[config.mk]
export PLATFORM = sky130hd
export DESIGN_NAME = pio_poll_sequencer_flat
export DESIGN_NICKNAME = d
export VERILOG_FILES = /design/src/rtl/pio_poll_pkg.sv /design/src/rtl/pio_poll_sequencer_if.sv /design/src/rtl/pio_poll_sequencer_poll_timer.sv /design/src/rtl/pio_poll_sequencer.sv /design/src/flat_wrapper.sv
export SDC_FILE = /design/constraint.sdc
export NUM_CORES = 1
export LEC_CHECK = 0
export BUFFER_PORTS_ARGS = -buffer_cell sky130_fd_sc_hd__buf_2
export CAP_MARGIN = 20
export CORE_MARGIN = 2
export CORE_UTILIZATION = 50
export DETAILED_ROUTE_END_ITERATION = 10
export GPL_TIMING_DRIVEN = 1
export PLACE_DENSITY = 0.8
export SLEW_MARGIN = 5
export SYNTH_ARGS = -nofsm -noshare
export SYNTH_HDL_FRONTEND = slang
export SYNTH_SLANG_ARGS = --single-unit
[constraint.sdc]
create_clock -name clk -period 2.6 [get_ports clk]
set_clock_uncertainty 0.1 [all_clocks]
set_input_delay 0.52 -clock clk [delete_from_list [all_inputs] [get_ports clk]]
set_output_delay 0.52 -clock clk [all_outputs]
set_load 0.02 [all_outputs]
[src/rtl/pio_poll_pkg.sv]
// Shared types and constants for the PIO poll sequencer: FSM states, Avalon
// command payload and the helper that maps a state to its bus command.
package pio_poll_pkg;

   localparam int unsigned AVM_ADDR_W = 32;
   localparam int unsigned AVM_DATA_W = 32;
   localparam int unsigned LED_W      = 8;
   localparam int unsigned COUNT_W    = 16;

   localparam logic [AVM_ADDR_W-1:0] DEFAULT_BTN_ADDR = 32'h0000_0000;
   localparam logic [AVM_ADDR_W-1:0] DEFAULT_LED_ADDR = 32'h0000_0010;

   typedef enum logic [1:0] {
      IDLE    = 2'd0,
      RD_REQ  = 2'd1,
      RD_WAIT = 2'd2,
      WR_REQ  = 2'd3
   } state_t;

   typedef struct packed {
      logic [AVM_ADDR_W-1:0] address;
      logic [AVM_DATA_W-1:0] writedata;
      logic                  read;
      logic                  write;
   } avm_cmd_t;

   // Bus command presented while sitting in a given state; all-zero when idle.
   function automatic avm_cmd_t cmd_for(input state_t                s,
                                        input logic [AVM_ADDR_W-1:0] btn_addr,
                                        input logic [AVM_ADDR_W-1:0] led_addr,
                                        input logic [LED_W-1:0]      data);
      avm_cmd_t c;
      c = '0;
      case (s)
         RD_REQ: begin
            c.address = btn_addr;
            c.read    = 1'b1;
         end
         WR_REQ: begin
            c.address   = led_addr;
            c.writedata = AVM_DATA_W'(data);
            c.write     = 1'b1;
         end
         default: c = '0;
      endcase
      return c;
   endfunction

endpackage

[src/rtl/pio_poll_sequencer_if.sv]
// Avalon-MM master/slave bundle between the poll sequencer and the PIO fabric.
interface pio_poll_sequencer_if;
   import pio_poll_pkg::*;

   logic [AVM_ADDR_W-1:0] avm_address;
   logic                  avm_read;
   logic                  avm_write;
   logic [AVM_DATA_W-1:0] avm_writedata;
   logic [AVM_DATA_W-1:0] avm_readdata;
   logic                  avm_waitrequest;
   logic                  avm_readdatavalid;

   modport master (
      output avm_address,
      output avm_read,
      output avm_write,
      output avm_writedata,
      input  avm_readdata,
      input  avm_waitrequest,
      input  avm_readdatavalid
   );

   modport slave (
      input  avm_address,
      input  avm_read,
      input  avm_write,
      input  avm_writedata,
      output avm_readdata,
      output avm_waitrequest,
      output avm_readdatavalid
   );

endinterface

[src/rtl/pio_poll_sequencer_poll_timer.sv]
// Periodic tick generator: one-cycle tick every POLL_CYCLES clocks while enabled.
module poll_timer #(
   parameter int unsigned POLL_CYCLES = 50000
) (
   input  logic clk,
   input  logic rst_n,
   input  logic enable,
   output logic tick
);

   localparam int unsigned     CNT_W  = (POLL_CYCLES > 2) ? $clog2(POLL_CYCLES) : 1;
   localparam logic [CNT_W-1:0] RELOAD = CNT_W'(POLL_CYCLES - 1);

   logic [CNT_W-1:0] cnt;

   // tick is registered so it is high exactly in the cycle the count sits at zero
   always_ff @(posedge clk or negedge rst_n) begin
      if (!rst_n) begin
         cnt  <= RELOAD;
         tick <= 1'b0;
      end else if (!enable) begin
         cnt  <= RELOAD;
         tick <= 1'b0;
      end else if (cnt == '0) begin
         cnt  <= RELOAD;
         tick <= 1'b0;
      end else begin
         cnt  <= cnt - CNT_W'(1);
         tick <= (cnt == CNT_W'(1));
      end
   end

endmodule

[src/rtl/pio_poll_sequencer.sv]
// Avalon-MM master that polls the buttons PIO and mirrors changed low bits to the LEDs PIO.
module pio_poll_sequencer
   import pio_poll_pkg::*;
#(
   parameter int unsigned           POLL_CYCLES    = 50000,
   parameter logic [AVM_ADDR_W-1:0] BTN_ADDR       = DEFAULT_BTN_ADDR,
   parameter logic [AVM_ADDR_W-1:0] LED_ADDR       = DEFAULT_LED_ADDR,
   parameter int unsigned           TIMEOUT_CYCLES = 255
) (
   input  logic                  clk,
   input  logic                  rst_n,
   input  logic                  enable,
   pio_poll_sequencer_if.master  bus,
   output logic [LED_W-1:0]      last_value,
   output logic                  change_pulse,
   output logic [COUNT_W-1:0]    change_count,
   output logic                  busy,
   output logic                  err_timeout
);

   localparam int unsigned      TO_W    = $clog2(TIMEOUT_CYCLES + 1);
   localparam logic [TO_W-1:0]  TO_LAST = TO_W'(TIMEOUT_CYCLES - 1);

   state_t            state_q, state_d;
   logic [LED_W-1:0]  sample_q, sample_d;
   logic [TO_W-1:0]   to_cnt_q, to_cnt_d;
   logic              first_poll_q;
   avm_cmd_t          cmd_q, cmd_d;
   logic              tick;
   logic              wr_done;
   logic              timeout_hit;
   logic              unused_rdata;

   poll_timer #(
      .POLL_CYCLES (POLL_CYCLES)
   ) u_poll_timer (
      .clk    (clk),
      .rst_n  (rst_n),
      .enable (enable),
      .tick   (tick)
   );

   // Only the LED-width slice of the buttons register is mirrored.
   assign unused_rdata = ^bus.avm_readdata[AVM_DATA_W-1:LED_W];

   always_ff @(posedge clk or negedge rst_n) begin
      if (!rst_n) state_q <= IDLE;
      else        state_q <= state_d;
   end

   always_comb begin
      state_d     = state_q;
      sample_d    = sample_q;
      to_cnt_d    = to_cnt_q;
      wr_done     = 1'b0;
      timeout_hit = 1'b0;
      case (state_q)
         IDLE: begin
            if (tick && enable) state_d = RD_REQ;
         end
         RD_REQ: begin
            if (!bus.avm_waitrequest) begin
               state_d  = RD_WAIT;
               to_cnt_d = '0;
            end
         end
         RD_WAIT: begin
            if (bus.avm_readdatavalid) begin
               sample_d = bus.avm_readdata[LED_W-1:0];
               if (first_poll_q || (bus.avm_readdata[LED_W-1:0] != last_value))
                  state_d = WR_REQ;
               else
                  state_d = IDLE;
            end else if (to_cnt_q == TO_LAST) begin
               state_d     = IDLE;
               timeout_hit = 1'b1;
            end else begin
               to_cnt_d = to_cnt_q + TO_W'(1);
            end
         end
         WR_REQ: begin
            if (!bus.avm_waitrequest) begin
               state_d = IDLE;
               wr_done = 1'b1;
            end
         end
         default: state_d = IDLE;
      endcase
      // Command follows the next state, so it stays frozen while a stall holds the state.
      cmd_d = cmd_for(state_d, BTN_ADDR, LED_ADDR, sample_d);
   end

   always_ff @(posedge clk or negedge rst_n) begin
      if (!rst_n) begin
         sample_q     <= '0;
         to_cnt_q     <= '0;
         first_poll_q <= 1'b1;
         cmd_q        <= '0;
         busy         <= 1'b0;
         last_value   <= '0;
         change_pulse <= 1'b0;
         change_count <= '0;
         err_timeout  <= 1'b0;
      end else begin
         sample_q     <= sample_d;
         to_cnt_q     <= to_cnt_d;
         cmd_q        <= cmd_d;
         busy         <= (state_d != IDLE);
         change_pulse <= wr_done;
         if (wr_done) begin
            last_value   <= sample_q;
            first_poll_q <= 1'b0;
            change_count <= change_count + COUNT_W'(1);
         end
         if (timeout_hit) err_timeout <= 1'b1;
      end
   end

   assign bus.avm_address   = cmd_q.address;
   assign bus.avm_read      = cmd_q.read;
   assign bus.avm_write     = cmd_q.write;
   assign bus.avm_writedata = cmd_q.writedata;

endmodule
[src/flat_wrapper.sv]
// flat-port wrapper written by rule: the top's interface ports become plain ports
module pio_poll_sequencer_flat import pio_poll_pkg::*;
#(
   parameter int unsigned           POLL_CYCLES    = 50000,
   parameter logic [AVM_ADDR_W-1:0] BTN_ADDR       = DEFAULT_BTN_ADDR,
   parameter logic [AVM_ADDR_W-1:0] LED_ADDR       = DEFAULT_LED_ADDR,
   parameter int unsigned           TIMEOUT_CYCLES = 255
)
  (clk, rst_n, enable, last_value, change_pulse, change_count, busy, err_timeout, bus_avm_address, bus_avm_read, bus_avm_write, bus_avm_writedata, bus_avm_readdata, bus_avm_waitrequest, bus_avm_readdatavalid);
  pio_poll_sequencer_if bus_i ();
  input  logic clk;
  input  logic rst_n;
  input  logic enable;
  output logic [LED_W-1:0] last_value;
  output logic change_pulse;
  output logic [COUNT_W-1:0] change_count;
  output logic busy;
  output logic err_timeout;
  output wire logic [$bits(bus_i.avm_address)-1:0] bus_avm_address;
  output wire logic [$bits(bus_i.avm_read)-1:0] bus_avm_read;
  output wire logic [$bits(bus_i.avm_write)-1:0] bus_avm_write;
  output wire logic [$bits(bus_i.avm_writedata)-1:0] bus_avm_writedata;
  input wire logic [$bits(bus_i.avm_readdata)-1:0] bus_avm_readdata;
  input wire logic [$bits(bus_i.avm_waitrequest)-1:0] bus_avm_waitrequest;
  input wire logic [$bits(bus_i.avm_readdatavalid)-1:0] bus_avm_readdatavalid;
  assign bus_avm_address = bus_i.avm_address;
  assign bus_avm_read = bus_i.avm_read;
  assign bus_avm_write = bus_i.avm_write;
  assign bus_avm_writedata = bus_i.avm_writedata;
  assign bus_i.avm_readdata = bus_avm_readdata;
  assign bus_i.avm_waitrequest = bus_avm_waitrequest;
  assign bus_i.avm_readdatavalid = bus_avm_readdatavalid;
  pio_poll_sequencer #(.POLL_CYCLES(POLL_CYCLES), .BTN_ADDR(BTN_ADDR), .LED_ADDR(LED_ADDR), .TIMEOUT_CYCLES(TIMEOUT_CYCLES)) u_core (.clk(clk), .rst_n(rst_n), .enable(enable), .bus(bus_i), .last_value(last_value), .change_pulse(change_pulse), .change_count(change_count), .busy(busy), .err_timeout(err_timeout));
endmodule
==> results.md <==
- Worst slew pin tran: 0.685 ns
- Synth area leaders: dfrtp_1 43%, buf_4 11%, nand2_1 7.6%, dfstp_2 7.1%, xnor2_1 5.9%
- Register area: 1840 um2
- CTS max path bufs: 2
- Post-DR wirelength/cell: 13.1 um
- Mapped Cells: roughly 370
- Synth top area share: 42.5%
- Area of the mapped netlist: between 3000 and 4000 um2
- Core area: 7210 um2
- Worst r2r src: u_core.u_poll_timer.cnt[11]
- Crit. Startpoint: u_core.u_poll_timer.cnt[11]
- Vias: between 2,000 and 3,000
- Share of post-route cells with drive strength above 1: a little under a fifth
- Tcrit/Tclk final: 81.5%
- Largest net degree at the start of global routing: 49
- PostCTS Resize Cnt: 0
- Cts hold-fix bufs: 0
- Placed cell area: between 3000 and 4000 um2
- First-pass iteration count of the detailed router: 4
- # rows: 31
- Max-slew violation count: 0
- Number of global-route vias before repair: 2,570
- Hold Violations, Final: 0
- Total power: between 2000 and 2500 uW
- Grt ovf: 0
- Die ar.: 8120 um2
- Crit path kind: reg -> reg
- Routed WL: 6.86 mm
- DRT iter0 DRCs: 118
- Crit end category: flop
- Setup tns final: 0 ns
- Ys Warns: 0
- RSZ-0062 raised after global routing: false
- Die Ht: approximately 90 um
- Max-Cap Viols: 0
- CTS clk-pin slew, worst paths: 0.07 ns
- Detailed Place HPWL: ~5 mm
- Number of diodes: 0
- Hold Path Class: in -> async
- Initial antenna violation count: 0
- CTS tree: built
- Most frequent cell after synthesis: nand2_1
- P_leak: 0.00202 uW
- Worst path max stage delay: roughly 0.61 ns
- Maximum level of the CTS H-tree: 3
- TritonCTS Buffers: 9
- Top Ports: 130
- Clk sinks: between 70 and 80
- Ys async rst share: 100%
- First-pass GRT wire length: 11.8 mm
- Commonest cells in the synthesized netlist: 75 x nand2_1, 63 x dfrtp_1, 56 x buf_4, 25 x xnor2_1, 18 x nor2_1
- Primary FF master, synth: dfrtp_1
- Post-CTS setup buffers: 0
- Worst-Skew Late Latency: 0.34 ns
- Arr. time, crit path: roughly 2.2 ns
- Final instance area: 4010 um2
- Minimum clock period after layout: 2.12 ns
- Die Span X: 90.1 um
- Area growth, synth to finish: 8.31%
- Sequential area share after synthesis: 49.6%
- Nets: 464
- Area leader, netlist: dfrtp_1
- Peak supply drop: 241 uV
- Crit path launch type: flop
- Slew Limit Headroom: 53.8%
- Inst Count DP: around 500
- Vias per cell: 4.92
- Final setup fails: 0
- EDFF count, synth: 0
- CP Cell Sequence: nor4_4, nand3b_1, o41a_1, and4_1
- Filler Cell Count: 650
- Fmax: 472 MHz
- FF+latch count, synth: 73
- Final ANT Viol Nets: 0
- Worst Path Required: 2.72 ns
- Outcome: completed
- Number of port buffers: 50
- Syn Area/Cell: 10.0 um2
- CP max FO: 9
- Count of different cell masters after synthesis: 45
- Initial Utilization: 51.4%
- Final Non-Filler Cells: 524
- GRT Total Usage: 18.0%
- Multi-input logic area: 1580 um2
- Clock Root Buffer: clkbuf_8
- CP max-delay cell: o41a_1
- # DRC: 0
- Routability congestion estimate: roughly 0.78
- Pwr/cell area: slightly above 500 nW/um2
## final cells by class
| class | count | area share, % |
|---|---|---|
| Multi-Input combinational cell | 278 | 39.5 |
| Inverter | 7 | 0.655 |
| Timing Repair Buffer | 52 | 6.92 |
| Clock buffer | 12 | 3.62 |
| Tap cell | 99 | 3.09 |
| Clock inverter | 3 | 0.436 |
| Sequential cell | 73 | 45.8 |
## worst max-delay path: cells and delay by family (launching register included)
kind / cells / cell delay (ns)
AO/OA/AOI/OAI: 1 / 0.61
AND/OR/NAND/NOR: 3 / 0.88
flip-flops: 1 / 0.42
## per-layer routing
metal | global-route usage (%) | up-vias | part of all wire (%)
met5 | 0 | - | 0
met4 | 7.56 | 0 | 1.3
met3 | 4.53 | 8 | 5.2
met2 | 29.7 | 77 | 49
met1 | 22.5 | 1264 | 44
li1 | - | 1228 | -
## path summary, 6_finish.rpt
kind,endpoint,slack (ns),cells after the start
setup / recovery,u_core.u_poll_timer.tick,0.48,4
hold / removal,u_core.to_cnt_q[5],0.09,1
setup reg to reg,u_core.u_poll_timer.tick,0.48,4
hold reg to reg,u_core.change_count[15],0.37,1
max in group asynchronous,u_core.first_poll_q,1.59,2
min in group clk,u_core.u_poll_timer.cnt[1],0.26,2
## cell usage in the layout (no fill, tap or decap), types with 5 or more instances in the layout
| master | Yosys | final |
|---|---|---|
| nand2_1 | 75 | 75 |
| dfrtp_1 | 63 | 63 |
| conb_1 | 1 | 55 |
| buf_2 | 3 | 50 |
| xnor2_1 | 25 | 25 |
| nor2_1 | 18 | 18 |
| xor2_1 | 13 | 13 |
| nand3_1 | 12 | 12 |
| clkbuf_8 | 0 | 10 |
| dfstp_2 | 10 | 10 |
| nand4_1 | 8 | 8 |
| a22o_1 | 8 | 8 |
| inv_1 | 7 | 7 |
| o21ai_0 | 6 | 6 |
| ha_1 | 6 | 6 |
| nor3_1 | 5 | 5 |
## per-stage QoR
stage                     worst slack [ns]  util [%]  hold slack [ns]
final                                0.480      55.6           0.0907
after floorplan                      0.719         -            0.124
after detailed placement             0.475      53.4            0.364
after CTS                            0.482      55.6           0.0997
after global routing                 0.326      55.6            0.115
after global placement               0.483      53.4            0.349
## state kept, by name, summed over array words and instances (netlist names)
register / cells
u_core.err_timeout: 1
u_core.change_pulse: 1
u_core.busy: 1
u_core.u_poll_timer.tick: 1
u_core.last_value: 8
u_core.u_poll_timer.cnt: 16
u_core.sample_q: 8
u_core.to_cnt_q: 8
u_core.change_count: 16
u_core.first_poll_q: 1
u_core.bus.avm_address: 1
u_core.bus.avm_writedata: 8
u_core.bus.avm_read: 1
u_core.state_q: 2
## kinds of logic (layout without fill, tap and decap cells)
group                    count (synthesis)  after routing  synth area share (%)
adder cells (fa/ha/maj)                  6              6                  2.03
multiplexers                             1              1                 0.270
other                                    1             55                 0.101
AND/OR/NAND/NOR                        148            148                  19.6
XOR/XNOR                                38             38                  8.98
buffers and inverters                   72             74                  13.1
flip-flops                              73             73                  49.6
AO/OA/AOI/OAI                           30             30                  6.28
## where the power goes
| group | internal [uW] | switching, uW |
|---|---|---|
| clock | 364 | 386 |
| sequential | 1140 | 5.84 |
| combinational | 21.3 | 115 |
| total | 1530 | 507 |
Power figures use the tool's default switching activity.
